File: config.mk
export PLATFORM = sky130hd
export DESIGN_NAME = axi4lite_wr_issue
export DESIGN_NICKNAME = d
export VERILOG_FILES = /design/src/rtl/axi4_bridge_pkg.sv /design/src/rtl/axi4lite_wr_issue.sv
export SDC_FILE = /design/constraint.sdc
export NUM_CORES = 1
export LEC_CHECK = 0
export ABC_AREA = 1
export ABC_CLOCK_PERIOD_IN_PS = 1630
export CAP_MARGIN = 20
export CORE_UTILIZATION = 31
export DETAILED_ROUTE_END_ITERATION = 12
export PLACE_DENSITY = 0.92
export SYNTH_ARGS = -nofsm -noshare
export SYNTH_HDL_FRONTEND = slang
export SYNTH_SLANG_ARGS = --single-unit
File: constraint.sdc
create_clock -name clk -period 1.63 [get_ports clk]
set_input_delay 0.2445 -clock clk [delete_from_list [all_inputs] [get_ports clk]]
set_output_delay 0.2445 -clock clk [all_outputs]
set_load 0.03 [all_outputs]
File: src/rtl/axi4_bridge_pkg.sv
// Shared types for the AXI4 -> AXI4-Lite write bridge (AW splitter and write issue stage).
// Holds the write-issue FSM state enum, AXI response codes, the per-beat command struct
// and a response-merge helper. Command fields are sized for the widest instance.
package axi4_bridge_pkg;

    // Command struct fields are sized to the largest supported instance; narrower
    // instances zero-extend on the way in and slice on the way out.
    localparam int CMD_ADDR_MAX_W = 64;
    localparam int CMD_ID_MAX_W   = 16;

    typedef enum logic [1:0] {
        IDLE  = 2'd0,
        ISSUE = 2'd1,
        RESP  = 2'd2,
        BRESP = 2'd3
    } wr_state_e;

    localparam logic [1:0] RESP_OKAY   = 2'b00;
    localparam logic [1:0] RESP_EXOKAY = 2'b01;
    localparam logic [1:0] RESP_SLVERR = 2'b10;
    localparam logic [1:0] RESP_DECERR = 2'b11;

    typedef struct packed {
        logic [CMD_ADDR_MAX_W-1:0] addr;
        logic [2:0]                prot;
        logic [CMD_ID_MAX_W-1:0]   id;
        logic                      last;
    } wr_cmd_t;

    // Burst response is the numerically worst of its beat responses.
    function automatic logic [1:0] resp_merge(input logic [1:0] acc, input logic [1:0] resp);
        return (resp > acc) ? resp : acc;
    endfunction

endpackage

File: src/rtl/axi4lite_wr_issue.sv
// Issues one AXI4-Lite AW/W/B write per command beat and folds B responses into one AXI4 B per burst.
// Latency: cmd accept cycle 0, AW/W cycle 1, B cycle 2 at the earliest; one beat every 3 cycles.
// Backpressure: cmd_ready only in IDLE; W is a combinational pass-through; s_b held until s_b_ready.
//
// Ports:
//   clk, rstn               clock, synchronous active-low reset
//   cmd_*                   per-beat command (addr/prot/id/last) from the bridge's AW FIFO
//   s_w_*                   AXI4 write data in (s_w_last only used by the optional last check)
//   s_b_*                   AXI4 write response out, one per burst
//   m_aw_*, m_w_*, m_b_*    AXI4-Lite master write channels
// Optional: define AXI4LITE_WR_ISSUE_LASTCHK_EN to flag s_w_last disagreeing with cmd_last
// as SLVERR on the burst response (unless the burst already carries DECERR).
module axi4lite_wr_issue
    import axi4_bridge_pkg::*;
#(
    parameter int ID_W   = 5,
    parameter int ADDR_W = 32,
    parameter int DATA_W = 64
) (
    input  logic                clk,
    input  logic                rstn,

    input  logic                cmd_valid,
    output logic                cmd_ready,
    input  logic [ADDR_W-1:0]   cmd_addr,
    input  logic [2:0]          cmd_prot,
    input  logic [ID_W-1:0]     cmd_id,
    input  logic                cmd_last,

    input  logic                s_w_valid,
    output logic                s_w_ready,
    input  logic [DATA_W-1:0]   s_w_data,
    input  logic [DATA_W/8-1:0] s_w_strb,
    input  logic                s_w_last,

    output logic                s_b_valid,
    input  logic                s_b_ready,
    output logic [ID_W-1:0]     s_b_id,
    output logic [1:0]          s_b_resp,

    output logic                m_aw_valid,
    input  logic                m_aw_ready,
    output logic [ADDR_W-1:0]   m_aw_addr,
    output logic [2:0]          m_aw_prot,

    output logic                m_w_valid,
    input  logic                m_w_ready,
    output logic [DATA_W-1:0]   m_w_data,
    output logic [DATA_W/8-1:0] m_w_strb,

    input  logic                m_b_valid,
    output logic                m_b_ready,
    input  logic [1:0]          m_b_resp
);

    wr_state_e  state_q, state_d;
    wr_cmd_t    cmd_q;
    logic       aw_done_q, w_done_q;
    logic [1:0] acc_resp_q;

    // Handshakes are derived from state and inputs directly rather than from the
    // valid outputs, keeping the comb block free of feedback through its own outputs.
    logic aw_fire, w_fire, aw_done_now, w_done_now;
    assign aw_fire     = (state_q == ISSUE) & ~aw_done_q & m_aw_ready;
    assign w_fire      = (state_q == ISSUE) & ~w_done_q & s_w_valid & m_w_ready;
    assign aw_done_now = aw_done_q | aw_fire;
    assign w_done_now  = w_done_q | w_fire;

    always_ff @(posedge clk) begin
        if (!rstn) begin
            state_q    <= IDLE;
            cmd_q      <= '0;
            aw_done_q  <= 1'b0;
            w_done_q   <= 1'b0;
            acc_resp_q <= RESP_OKAY;
        end else begin
            state_q <= state_d;
            if (state_q == IDLE && cmd_valid) begin
                cmd_q <= '{addr: CMD_ADDR_MAX_W'(cmd_addr),
                           prot: cmd_prot,
                           id:   CMD_ID_MAX_W'(cmd_id),
                           last: cmd_last};
            end
            if (state_q == ISSUE) begin
                // Flags clear on the way out so the next beat starts clean.
                if (aw_done_now && w_done_now) begin
                    aw_done_q <= 1'b0;
                    w_done_q  <= 1'b0;
                end else begin
                    aw_done_q <= aw_done_now;
                    w_done_q  <= w_done_now;
                end
            end
            if (state_q == RESP && m_b_valid) begin
                acc_resp_q <= resp_merge(acc_resp_q, m_b_resp);
            end
            if (state_q == BRESP && s_b_ready) begin
                acc_resp_q <= RESP_OKAY;
            end
        end
    end

    always_comb begin
        state_d    = state_q;
        cmd_ready  = 1'b0;
        m_aw_valid = 1'b0;
        m_w_valid  = 1'b0;
        s_w_ready  = 1'b0;
        m_b_ready  = 1'b0;
        s_b_valid  = 1'b0;
        case (state_q)
            IDLE: begin
                // Not ready while reset is held, so nothing looks accepted during reset.
                cmd_ready = rstn;
                if (cmd_valid) state_d = ISSUE;
            end
            ISSUE: begin
                m_aw_valid = ~aw_done_q;
                m_w_valid  = s_w_valid & ~w_done_q;
                s_w_ready  = m_w_ready & ~w_done_q;
                if (aw_done_now && w_done_now) state_d = RESP;
            end
            RESP: begin
                m_b_ready = 1'b1;
                if (m_b_valid) state_d = cmd_q.last ? BRESP : IDLE;
            end
            BRESP: begin
                s_b_valid = 1'b1;
                if (s_b_ready) state_d = IDLE;
            end
        endcase
    end

    assign m_aw_addr = cmd_q.addr[ADDR_W-1:0];
    assign m_aw_prot = cmd_q.prot;
    assign m_w_data  = s_w_data;
    assign m_w_strb  = s_w_strb;
    assign s_b_id    = cmd_q.id[ID_W-1:0];

`ifdef AXI4LITE_WR_ISSUE_LASTCHK_EN
    // Sticky for the whole burst; cleared together with the accumulator.
    logic last_err_q;
    always_ff @(posedge clk) begin
        if (!rstn) begin
            last_err_q <= 1'b0;
        end else if (state_q == BRESP && s_b_ready) begin
            last_err_q <= 1'b0;
        end else if (w_fire && (s_w_last != cmd_q.last)) begin
            last_err_q <= 1'b1;
        end
    end
    assign s_b_resp = last_err_q ? resp_merge(acc_resp_q, RESP_SLVERR) : acc_resp_q;
`else
    assign s_b_resp = acc_resp_q;
`endif

    // Upper command-field bits (narrow instances) and s_w_last (default build) are
    // intentionally unused; fold them into one sink.
    logic unused_ok;
    assign unused_ok = ^{cmd_q, s_w_last};

endmodule

==> impl_metrics.toml <==
[clock_network]
clk_latency_ps = 290
cts_buffers = 5
htreeDepth = 2
post_cts_buffers = 0
cts_tree = "yes"
clockBufferDepth = 2
cts_sinks = 47
clk_pin_slew_ps = 90
root_buffer = "clkbuf_8"

[sta]
hold_slack_ps = 474
rsz0062_at_grt = "false"
slew_headroom = 0.772
worst_slack_ps = 71.8
fmax_mhz = 642
setup_viol_count_final = 0
worst_pin_slew_ps = 342
finalClockSkew_ps = 6.73
drv_slew = 0
hold_viol_final = 0
period_needed_ps = 1560
fin_crit_sh = 0.956

[floorplanning]
die_h_um = 94.8
core-area_mm2 = 0.00826
die_w_um = 94.8
die_area_mm2 = 0.00899
rows = 33
start_util = 0.323
pin_count = 244

[power]
ir_drop_mv = 0.439
leakagePower_nw = 1.33
p_sw_w = 0.00189
power_density_mw_per_mm2 = 1590
comb_power_share = 0.464
p_int_w = 0.00302
p_clk_frac = 0.201
pwr-share-seq = 0.335
p_sw_frac = 0.385

[run_status]
status = "finished, final reports clean"

[routing]
wl_met3_um = 782
ant_nets = 0
drt_pass1_iterations = 4
drc = 0
vias = 1975
wl_met1_um = 2320
drtIter0Drc = 38
viasPerCell = 4.37
wl_per_cell_um = 14.4
met2WireLength_um = 3340
top_layer = "met4"
finalWirelength_um = 6510

[critical_path]
r2r-start = "s_b_resp[1]$_SDFFE_PP0P_"
cp.arrival_ps = 1310
end_kind = "primary output"
worst-setup-path-type = "reg2out"
cp_slowest_cell = "dfxtp_1"
start_kind = "flip-flop"
crit_buf_inv = 2
slowest_delay_ps = 380
startpoint = "state_q[1]$_SDFFE_PN0P_"
crit_fanout = 6
cp_top_family = "buffers and inverters"
cp.required_ps = 1390
path_cells = "inv_2, nand2_2, nor2_2, clkdlybuf4s15_1"

[global_route]
grt_antenna_before_repair = 0
grt_pass1_vias = 1845
grt_max_degree = 37
grt_pass1_wl_um = 9550
grt_overflow = 0
track_usage = 0.138

[synth]
synth_common_cells = "buf_4 (116), nor2_1 (87), dfxtp_1 (47), o21ai_0 (47), inv_1 (17)"
synth.top_cell.area_share = 0.352
netlist_top_cells_area = "dfxtp_1 (35%), buf_4 (33%), nor2_1 (12%)"
yosysMostFrequentCell = "buf_4"
synth_seq_cells = 47
synth_cell_types = 19
syn_avg_cell_area_um2 = 7.46
syn_nets = 484
ys_warn_count = 0
syn_area_mm2 = 0.00267
synth_seq_area_share = 0.352
synth_edf_count = 0
synth-main-ff-cell = "dfxtp_1"
yosysTopAreaCell = "dfxtp_1"
synth_cells = 358
async_flop_share = 0

[placement]
gp_congestion = 0.842
dp_hpwl_um = 5220
pre_cts_slack_ps = -6.44
numPortBuffers = 98

[min_path]
worstHoldStart = "s_b_resp[0]$_SDFFE_PP0P_"
min_path_type = "reg2reg"

[job]
drv_cap = 0

[cells_and_area]
fin_nets = 472
area_growth_pct = 15.8
drive_above_1_share = 0.0865
n_antenna_cell = 0
per-stage QoR:
| stage | std cells | power (W) | util | area [µm²] | TNS [ps] |
|---|---|---|---|---|---|
| floorplan | 358 | 0.00370 | - | 2670 | 0 |
| global placement | 444 | 0.00392 | 0.357 | 2950 | 0 |
| detailed placement | 444 | 0.00398 | 0.357 | 2950 | -7.66 |
| CTS | 452 | 0.00498 | 0.373 | 3080 | 0 |
| global route | 452 | 0.00525 | 0.375 | 3090 | 0 |
| finish | 452 | 0.00491 | 0.375 | 3090 | 0 |
placed cells by master, fill, tap and decap left out:
cell type        count
nor2_2               3
ha_1                 2
inv_2                2
inv_1               17
buf_4                9
clkdlybuf4s15_1      2
nor3_2               1
nand2_1             11
o21ai_2              1
o21ai_0             47
nor3_1               1
buf_12               2
nand3_2              1
clkbuf_2             1
nand3_1              2
a21oi_1              7
dlymetal6s2s_1       4
nor2_1              87
clkdlybuf4s50_1     88
clkbuf_8             5
dfxtp_2              1
and2_1               1
dfxtp_1             46
nand2_2              2
o21bai_1             1
bufinv_16            2
clkbuf_1             1
worst reg2reg max path, cell delays in order, from the launching register on:
cell     delay [ps]
dfxtp_1         330
inv_1            60
ha_1            310
a21oi_1         150
nand3_1         130
o21ai_0         170
a21oi_1          60
worst paths after layout:
| kind | end | slack [ps] | depth (start not counted) |
|---|---|---|---|
| hold reg to reg | s_b_resp[0]$_SDFFE_PP0P_ | 470 | 2 |
| hold / removal | s_b_resp[0]$_SDFFE_PP0P_ | 470 | 2 |
| setup / recovery | m_aw_valid | 70 | 4 |
| setup reg to reg | s_b_resp[0]$_SDFFE_PP0P_ | 310 | 6 |
flip-flops by register name, indices dropped and copies added (netlist names):
signal and cells:
aw_done_q 1, state_q 2, s_b_resp 2, s_b_id 5, w_done_q 1, m_aw_addr 32, m_aw_prot 3, cmd_q 1
logic make-up after synthesis:
family,share of synthesized area
simple gates,0.163
buf+inv,0.368
fa+ha+maj,0.00937
flops,0.352
compound gates,0.107
routing by layer:
metal  vias up  track usage
met3        12       0.0717
met5         -            0
met1       872        0.138
met4         0       0.0480
met2       119        0.244
li1        972            -
repair_timing:
action,in CTS,in global routing
endpoints found under the setup margin,4,8
hold buffers,0,0
resized for setup,4,9
area by class of cell:
| cell class | instances | area (µm²) |
|---|---|---|
| timing repair buffer | 106 | 1060 |
| clock inverter | 2 | 60.1 |
| inverter | 19 | 71.3 |
| clock buffer | 6 | 72.6 |
| fill | 852 | 5160 |
| multi-input combinational | 167 | 752 |
| sequential | 47 | 942 |
| tap | 105 | 131 |
power by group through the flow:
| stage | Combinational [W] | Sequential [W] | Clock [W] |
|---|---|---|---|
| after floorplan | 0.00207 | 0.00163 | 0 |
| after global placement | 0.00227 | 0.00164 | 0 |
| after detailed placement | 0.00231 | 0.00167 | 0 |
| after CTS | 0.00230 | 0.00165 | 0.00103 |
| after global routing | 0.00248 | 0.00168 | 0.00109 |
| final | 0.00228 | 0.00164 | 0.000988 |
No activity file was read; power rests on OpenSTA's default activity.
